`src/rtl/prbs_frame_gen_pkg.sv`:
```
// rtl/prbs_frame_gen_pkg.sv - shared state encoding, PRBS7 taps and default words
package prbs_frame_gen_pkg;

  typedef enum logic [1:0] {
    ST_IDLE = 2'd0,
    ST_HDR  = 2'd1,
    ST_PAY  = 2'd2
  } state_t;

  // x^7 + x^6 + 1 in Fibonacci form: feedback taps on s[6] and s[5]
  localparam int PRBS_TAP_HI = 6;
  localparam int PRBS_TAP_LO = 5;

  localparam logic [31:0] DEF_HEADER    = 32'hBCBC_BCBC;
  localparam logic [31:0] DEF_IDLE_WORD = 32'h5555_5555;

endpackage

```
`src/rtl/prbs_frame_gen_if.sv`:
```
// rtl/prbs_frame_gen_if.sv - control inputs and framed data outputs of the pattern source
interface prbs_frame_gen_if;

  logic        enable;
  logic        mode;
  logic        inject_err;
  logic [31:0] dout;
  logic        frame_start;
  logic        payload_vld;
  logic        err_injected;

  // generator side
  modport master (
    input  enable, mode, inject_err,
    output dout, frame_start, payload_vld, err_injected
  );

  // driver / consumer side
  modport slave (
    output enable, mode, inject_err,
    input  dout, frame_start, payload_vld, err_injected
  );

endinterface

```
`src/rtl/prbs_frame_gen_prbs7_par32.sv`:
```
// rtl/prbs_frame_gen_prbs7_par32.sv - combinational 32-step PRBS7 advance, shared with the rx checker
module prbs7_par32
  import prbs_frame_gen_pkg::*;
(
  input  logic [6:0]  i_state,
  output logic [6:0]  o_state,
  output logic [31:0] o_word
);

  // unroll 32 serial steps; the first generated bit lands in the MSB
  always_comb begin
    logic [6:0] w_s;
    logic       w_new;
    w_s    = i_state;
    w_new  = 1'b0;
    o_word = '0;
    for (int i = 31; i >= 0; i--) begin
      w_new     = w_s[PRBS_TAP_HI] ^ w_s[PRBS_TAP_LO];
      o_word[i] = w_new;
      w_s       = {w_s[5:0], w_new};
    end
    o_state = w_s;
  end

endmodule

```
`src/rtl/prbs_frame_gen.sv`:
```
// rtl/prbs_frame_gen.sv - framed PRBS7 / counter test-pattern source with error injection
module prbs_frame_gen
  import prbs_frame_gen_pkg::*;
#(
  parameter int          FRAME_LEN = 16,
  parameter logic [31:0] HEADER    = DEF_HEADER,
  parameter logic [31:0] IDLE_WORD = DEF_IDLE_WORD,
  parameter logic [6:0]  PRBS_SEED = 7'h7F
) (
  input  logic              clk,
  input  logic              rst,
  prbs_frame_gen_if.master  io_bus
);

  localparam int                CNT_W    = $clog2(FRAME_LEN);
  localparam logic [CNT_W-1:0]  CNT_LAST = CNT_W'(FRAME_LEN - 1);

  state_t            r_state;
  state_t            w_state_nxt;
  logic [CNT_W-1:0]  r_cnt;
  logic              r_mode;
  logic [6:0]        r_prbs;
  logic [31:0]       r_ctr;
  logic              r_pend;
  logic [31:0]       r_dout;
  logic              r_frame_start;
  logic              r_payload_vld;
  logic              r_err_injected;

  logic [6:0]        w_prbs_nxt;
  logic [31:0]       w_prbs_word;
  logic [31:0]       w_pay_word;
  logic              w_last;
  logic              w_corrupt;

  prbs7_par32 u_prbs (
    .i_state (r_prbs),
    .o_state (w_prbs_nxt),
    .o_word  (w_prbs_word)
  );

  // next-state: frames always run to completion, enable only checked at the boundary
  always_comb begin
    w_state_nxt = r_state;
    w_last      = (r_cnt == CNT_LAST);
    w_pay_word  = r_mode ? r_ctr : w_prbs_word;
    w_corrupt   = (r_state == ST_PAY) && r_pend;
    case (r_state)
      ST_IDLE: if (io_bus.enable) w_state_nxt = ST_HDR;
      ST_HDR:  w_state_nxt = ST_PAY;
      ST_PAY:  if (w_last) w_state_nxt = io_bus.enable ? ST_HDR : ST_IDLE;
      default: w_state_nxt = ST_IDLE;
    endcase
  end

  // state register
  always_ff @(posedge clk) begin
    if (rst) r_state <= ST_IDLE;
    else     r_state <= w_state_nxt;
  end

  // registered outputs, pattern generators and pending-error flag
  always_ff @(posedge clk) begin
    if (rst) begin
      r_cnt          <= '0;
      r_mode         <= 1'b0;
      r_prbs         <= PRBS_SEED;
      r_ctr          <= '0;
      r_pend         <= 1'b0;
      r_dout         <= IDLE_WORD;
      r_frame_start  <= 1'b0;
      r_payload_vld  <= 1'b0;
      r_err_injected <= 1'b0;
    end else begin
      // a pulse landing on the corrupted word re-arms for the following payload word
      r_pend         <= io_bus.inject_err | (r_pend & ~w_corrupt);
      r_dout         <= IDLE_WORD;
      r_frame_start  <= 1'b0;
      r_payload_vld  <= 1'b0;
      r_err_injected <= 1'b0;
      case (r_state)
        ST_HDR: begin
          r_dout        <= HEADER;
          r_frame_start <= 1'b1;
          r_mode        <= io_bus.mode;
          r_cnt         <= CNT_W'(1);
        end
        ST_PAY: begin
          // corruption touches only the output word, never the generator state
          r_dout         <= w_pay_word ^ {31'd0, w_corrupt};
          r_payload_vld  <= 1'b1;
          r_err_injected <= w_corrupt;
          r_cnt          <= r_cnt + CNT_W'(1);
          if (r_mode) r_ctr  <= r_ctr + 32'd1;
          else        r_prbs <= w_prbs_nxt;
        end
        default: ;
      endcase
    end
  end

  assign io_bus.dout         = r_dout;
  assign io_bus.frame_start  = r_frame_start;
  assign io_bus.payload_vld  = r_payload_vld;
  assign io_bus.err_injected = r_err_injected;

endmodule
```
`src/flat_wrapper.sv`:
```
// flat-port wrapper written by rule: the top's interface ports become plain ports
module prbs_frame_gen_flat import prbs_frame_gen_pkg::*;
#(
  parameter int          FRAME_LEN = 16,
  parameter logic [31:0] HEADER    = DEF_HEADER,
  parameter logic [31:0] IDLE_WORD = DEF_IDLE_WORD,
  parameter logic [6:0]  PRBS_SEED = 7'h7F
)
  (clk, rst, io_bus_enable, io_bus_mode, io_bus_inject_err, io_bus_dout, io_bus_frame_start, io_bus_payload_vld, io_bus_err_injected);
  prbs_frame_gen_if io_bus_i ();
  input  logic clk;
  input  logic rst;
  input wire logic [$bits(io_bus_i.enable)-1:0] io_bus_enable;
  input wire logic [$bits(io_bus_i.mode)-1:0] io_bus_mode;
  input wire logic [$bits(io_bus_i.inject_err)-1:0] io_bus_inject_err;
  output wire logic [$bits(io_bus_i.dout)-1:0] io_bus_dout;
  output wire logic [$bits(io_bus_i.frame_start)-1:0] io_bus_frame_start;
  output wire logic [$bits(io_bus_i.payload_vld)-1:0] io_bus_payload_vld;
  output wire logic [$bits(io_bus_i.err_injected)-1:0] io_bus_err_injected;
  assign io_bus_i.enable = io_bus_enable;
  assign io_bus_i.mode = io_bus_mode;
  assign io_bus_i.inject_err = io_bus_inject_err;
  assign io_bus_dout = io_bus_i.dout;
  assign io_bus_frame_start = io_bus_i.frame_start;
  assign io_bus_payload_vld = io_bus_i.payload_vld;
  assign io_bus_err_injected = io_bus_i.err_injected;
  prbs_frame_gen #(.FRAME_LEN(FRAME_LEN), .HEADER(HEADER), .IDLE_WORD(IDLE_WORD), .PRBS_SEED(PRBS_SEED)) u_core (.clk(clk), .rst(rst), .io_bus(io_bus_i));
endmodule
```
`config.mk`:
```
export PLATFORM = sky130hd
export DESIGN_NAME = prbs_frame_gen_flat
export DESIGN_NICKNAME = d
export VERILOG_FILES = /design/src/rtl/prbs_frame_gen_pkg.sv /design/src/rtl/prbs_frame_gen_if.sv /design/src/rtl/prbs_frame_gen_prbs7_par32.sv /design/src/rtl/prbs_frame_gen.sv /design/src/flat_wrapper.sv
export SDC_FILE = /design/constraint.sdc
export NUM_CORES = 1
export LEC_CHECK = 0
export ABC_AREA = 1
export CAP_MARGIN = 10
export CORE_MARGIN = 2
export CORE_UTILIZATION = 55
export DETAILED_ROUTE_END_ITERATION = 8
export PLACE_DENSITY = 0.77
export SYNTH_ARGS = -nofsm -noshare
export SYNTH_HDL_FRONTEND = slang
export SYNTH_SLANG_ARGS = --single-unit
```
`constraint.sdc`:
```
create_clock -name clk -period 1.9 [get_ports clk]
set_input_delay 0.19 -clock clk [delete_from_list [all_inputs] [get_ports clk]]
set_output_delay 0.19 -clock clk [all_outputs]
set_load 0.05 [all_outputs]
```
==> flow_summary.toml <==
[pwr]
ir_worst_vdd_mv = 0.858
comb_power_share = 0.582
power.switching_mw = 4.07
sw_frac_of_total = 0.493
p_seq_frac = 0.277
leakage_nw = 1.87
clock_power_share = 0.141
p_per_area_mw_per_mm2 = 1670
p_int_mw = 4.20

[floorplan]
ios = 40
row_count = 31
fp.dieW_microns = 90.6
coreArea_sq_mm = 0.00725
start_util = 0.568
die_y_microns = 90.6
dieArea_sq_mm = 0.00820

[global_routing]
grt_start_max_net_pins = 26
grt_pass1_wl_mm = 18.2
grt_pass1_vias = 3566
antenna_found_initial = 0
grt_use_total = 0.281
gr-total-overflow = 0

[detailed_routing]
drt-initial-drc-count = 334
drc_errors = 0
wl_per_cell_microns = 15.7
num_vias = 3883
drtPass1Iterations = 6
via_per_inst = 5.48
ant_nets = 0
drt-total-wl_mm = 11.1

[timing]
fmax_mhz = 562
finClkSkew_ps = 11.1
rsz0062_at_grt = "no"
setup_viol = 0
worst_pin_slew_ps = 527
hold_violations = 0
min_period_ps = 1780
tns_ps = 0
drv_slew = 0
slew_headroom = 0.647
finalCritPeriodShare = 0.936

[clocking]
hold_buffers = 0
cts_tree = "yes"
postCtsResizedCells = 0
postCtsSetupRepairBufs = 0
cts_sinks = 82
htreeDepth = 3
clk_pin_slew_ps = 90
numCtsBuffers = 9
worstSkewPairLatency_ps = 360
clockRootBuffer = "clkbuf_8"
cts_buffer_depth = 2

[cells_and_area]
antennaDiodeCount = 0
nets = 615
fillers = 641
area_growth_pct = 19.9
regArea_sq_mm = 0.00164
drive_gt1_frac = 0.140
stdcell_area_sq_mm = 0.00494
multi_input_area_sq_mm = 0.00218
finalCoreUtilization = 0.681

[synthesis]
yosysWarnings = 0
synth_seq_area_share = 0.398
syn_area_sq_mm = 0.00412
synth_xor_area_frac = 0.0653
syn_area_per_cell_sq_um = 7.51
yosys_most_used_dff = "dfxtp_1"
synth_top_family_by_area = "simple AND/OR/NAND/NOR gates"
synth-compound-area-share = 0.141
synth_cell_type_count = 49
synth_edf_count = 0
ys_ff_latch = 82
async_flop_share = 0
synthCells = 549
syn-num-nets = 560
synthSimpleGateAreaFrac = 0.300
synth_fa_ha_area_frac = 0.0182
muxShareOfSynthArea = 0

[placement]
place.gp.congestion = 0.939
dpl.hpwl_mm = 8.64
post_dp_cell_area_sq_mm = 0.00474
port_buffers = 39

[outcome]
outcome = "finished clean"

[run]
cap_violations = 0

[worst_setup_path]
worst-r2r-setup-slack_ps = 120
cp-start-kind = "flop"
end_kind = "flop"
crit_buf_inv = 1
path_cells = "nand2_1 -> nor3_2 -> inv_1 -> nor2_4 -> nand3_2 -> nor2_4 -> nand2_1 -> o21ai_1 -> nor2_1"
critPathRequiredTime_ps = 2160
critPathTopFamily = "simple AND/OR/NAND/NOR gates"
crit_arrival_ps = 2040
max_stage_delay_ps = 410
crit_path_max_fanout = 5
crit_slowest_cell = "dfxtp_1"
critPathKind = "flop to flop"

[hold_path]
hold_path.class = "input pin to flop"
==> per-stage QoR <==
stage	setup slack, ps	hold slack, ps	power, mW	std cells
6_report	121	423	8.27	708
5_1_grt	6.58	458	8.77	708
4_1_cts	50.4	418	8.19	708
3_5_place_dp	56.3	482	7.02	692
3_3_place_gp	142	471	6.91	692
2_1_floorplan	187	307	5.70	549
==> per-layer routing <==
metal,part of all wire,wire (microns),vias up,track usage
met1,0.45,5030,1788,0.393
met5,0,0,-,0
met3,0.063,702,27,0.0409
li1,-,-,1906,-
met4,0.025,278,0,0.100
met2,0.46,5130,162,0.443
==> cell usage after synthesis, types with 2 or more instances <==
cell	instances	area (sq um)
nand2_1	128	480
dfxtp_1	82	1640
inv_1	57	214
nor2_1	53	199
a21oi_1	38	190
o21ai_0	23	115
nand3_1	19	95.1
nor3_1	12	60.1
nand2_2	11	68.8
xor2_1	10	87.6
nand4_1	9	56.3
o211ai_1	9	67.6
a31oi_1	8	50.1
clkbuf_1	8	30.0
xnor2_1	7	61.3
ha_1	6	75.1
inv_2	6	22.5
o221ai_1	6	52.6
nor3_2	5	50.1
buf_1	4	15.0
a211oi_1	3	22.5
a22oi_1	3	22.5
nand2_4	3	33.8
nor2_4	3	33.8
nor3b_1	3	22.5
nor4_1	3	18.8
a21oi_2	2	17.5
clkinv_2	2	10.0
nand3_2	2	20.0
o21ai_1	2	10.0
xnor2_2	2	32.5
xnor2_4	2	55.1
xor2_2	2	32.5
==> power by group through the flow <==
stage	registers, mW	clock network, mW	logic (mW)
2_1_floorplan	3.16	0	2.54
3_3_place_gp	2.30	0	4.61
3_5_place_dp	2.33	0	4.69
4_1_cts	2.29	1.18	4.72
5_1_grt	2.33	1.25	5.18
6_report	2.29	1.17	4.81
==> logic make-up (layout without fill, tap and decap cells) <==
logic type / count (synthesis) / in the layout
fa+ha+maj: 6 / 6
compound gates: 98 / 98
flops: 82 / 82
buf+inv: 81 / 141
simple gates: 259 / 259
xor+xnor: 23 / 23
==> placed cells by master (no fill, tap or decap), drive strengths merged, types with 3 or more instances in the layout <==
cell type      count
nor3              18
nand4             10
o211ai             9
o221ai             6
inv               65
a31oi              8
buf               20
a22oi              3
nand2            142
xnor2             11
nand3             21
clkbuf            10
o21ai             25
clkinvlp           3
nor3b              4
xor2              12
nor4               3
nor2              58
clkinv             4
a211oi             3
ha                 6
clkdlybuf4s50     39
a21oi             40
dfxtp             82
==> final cells by class <==
type,count,area share
inverter,66,0.0506
clock inverter,6,0.0104
clock buffer,10,0.0258
multi-input combinational,386,0.441
sequential,82,0.332
tap,99,0.0251
timing repair buffer,59,0.114
==> worst paths after layout <==
kind,startpoint,end,cells after the start
worst min register to register,u_core.r_pend,u_core.io_bus.err_injected,2
worst max-delay path,u_core.r_ctr[8],u_core.r_ctr[24],9
worst min-delay path,io_bus_inject_err,u_core.r_pend,3
worst max register to register,u_core.r_ctr[8],u_core.r_ctr[24],9
==> worst min-delay path: cells and delay by family <==
family,cells,cell delay (ps)
AOI/OAI and AO/OA,1,110
buffers and inverters,1,400
and+or+nand+nor,1,50
==> sequential cells by signal (all words and copies together) (netlist names) <==
name                        flops
u_core.io_bus.dout             32
u_core.r_ctr                   32
u_core.r_prbs                   7
u_core.r_cnt                    4
u_core.r_state                  2
u_core.io_bus.err_injected      1
u_core.io_bus.frame_start       1
u_core.io_bus.payload_vld       1
u_core.r_mode                   1
u_core.r_pend                   1
Note: power is estimated with default switching activity, not from simulation.
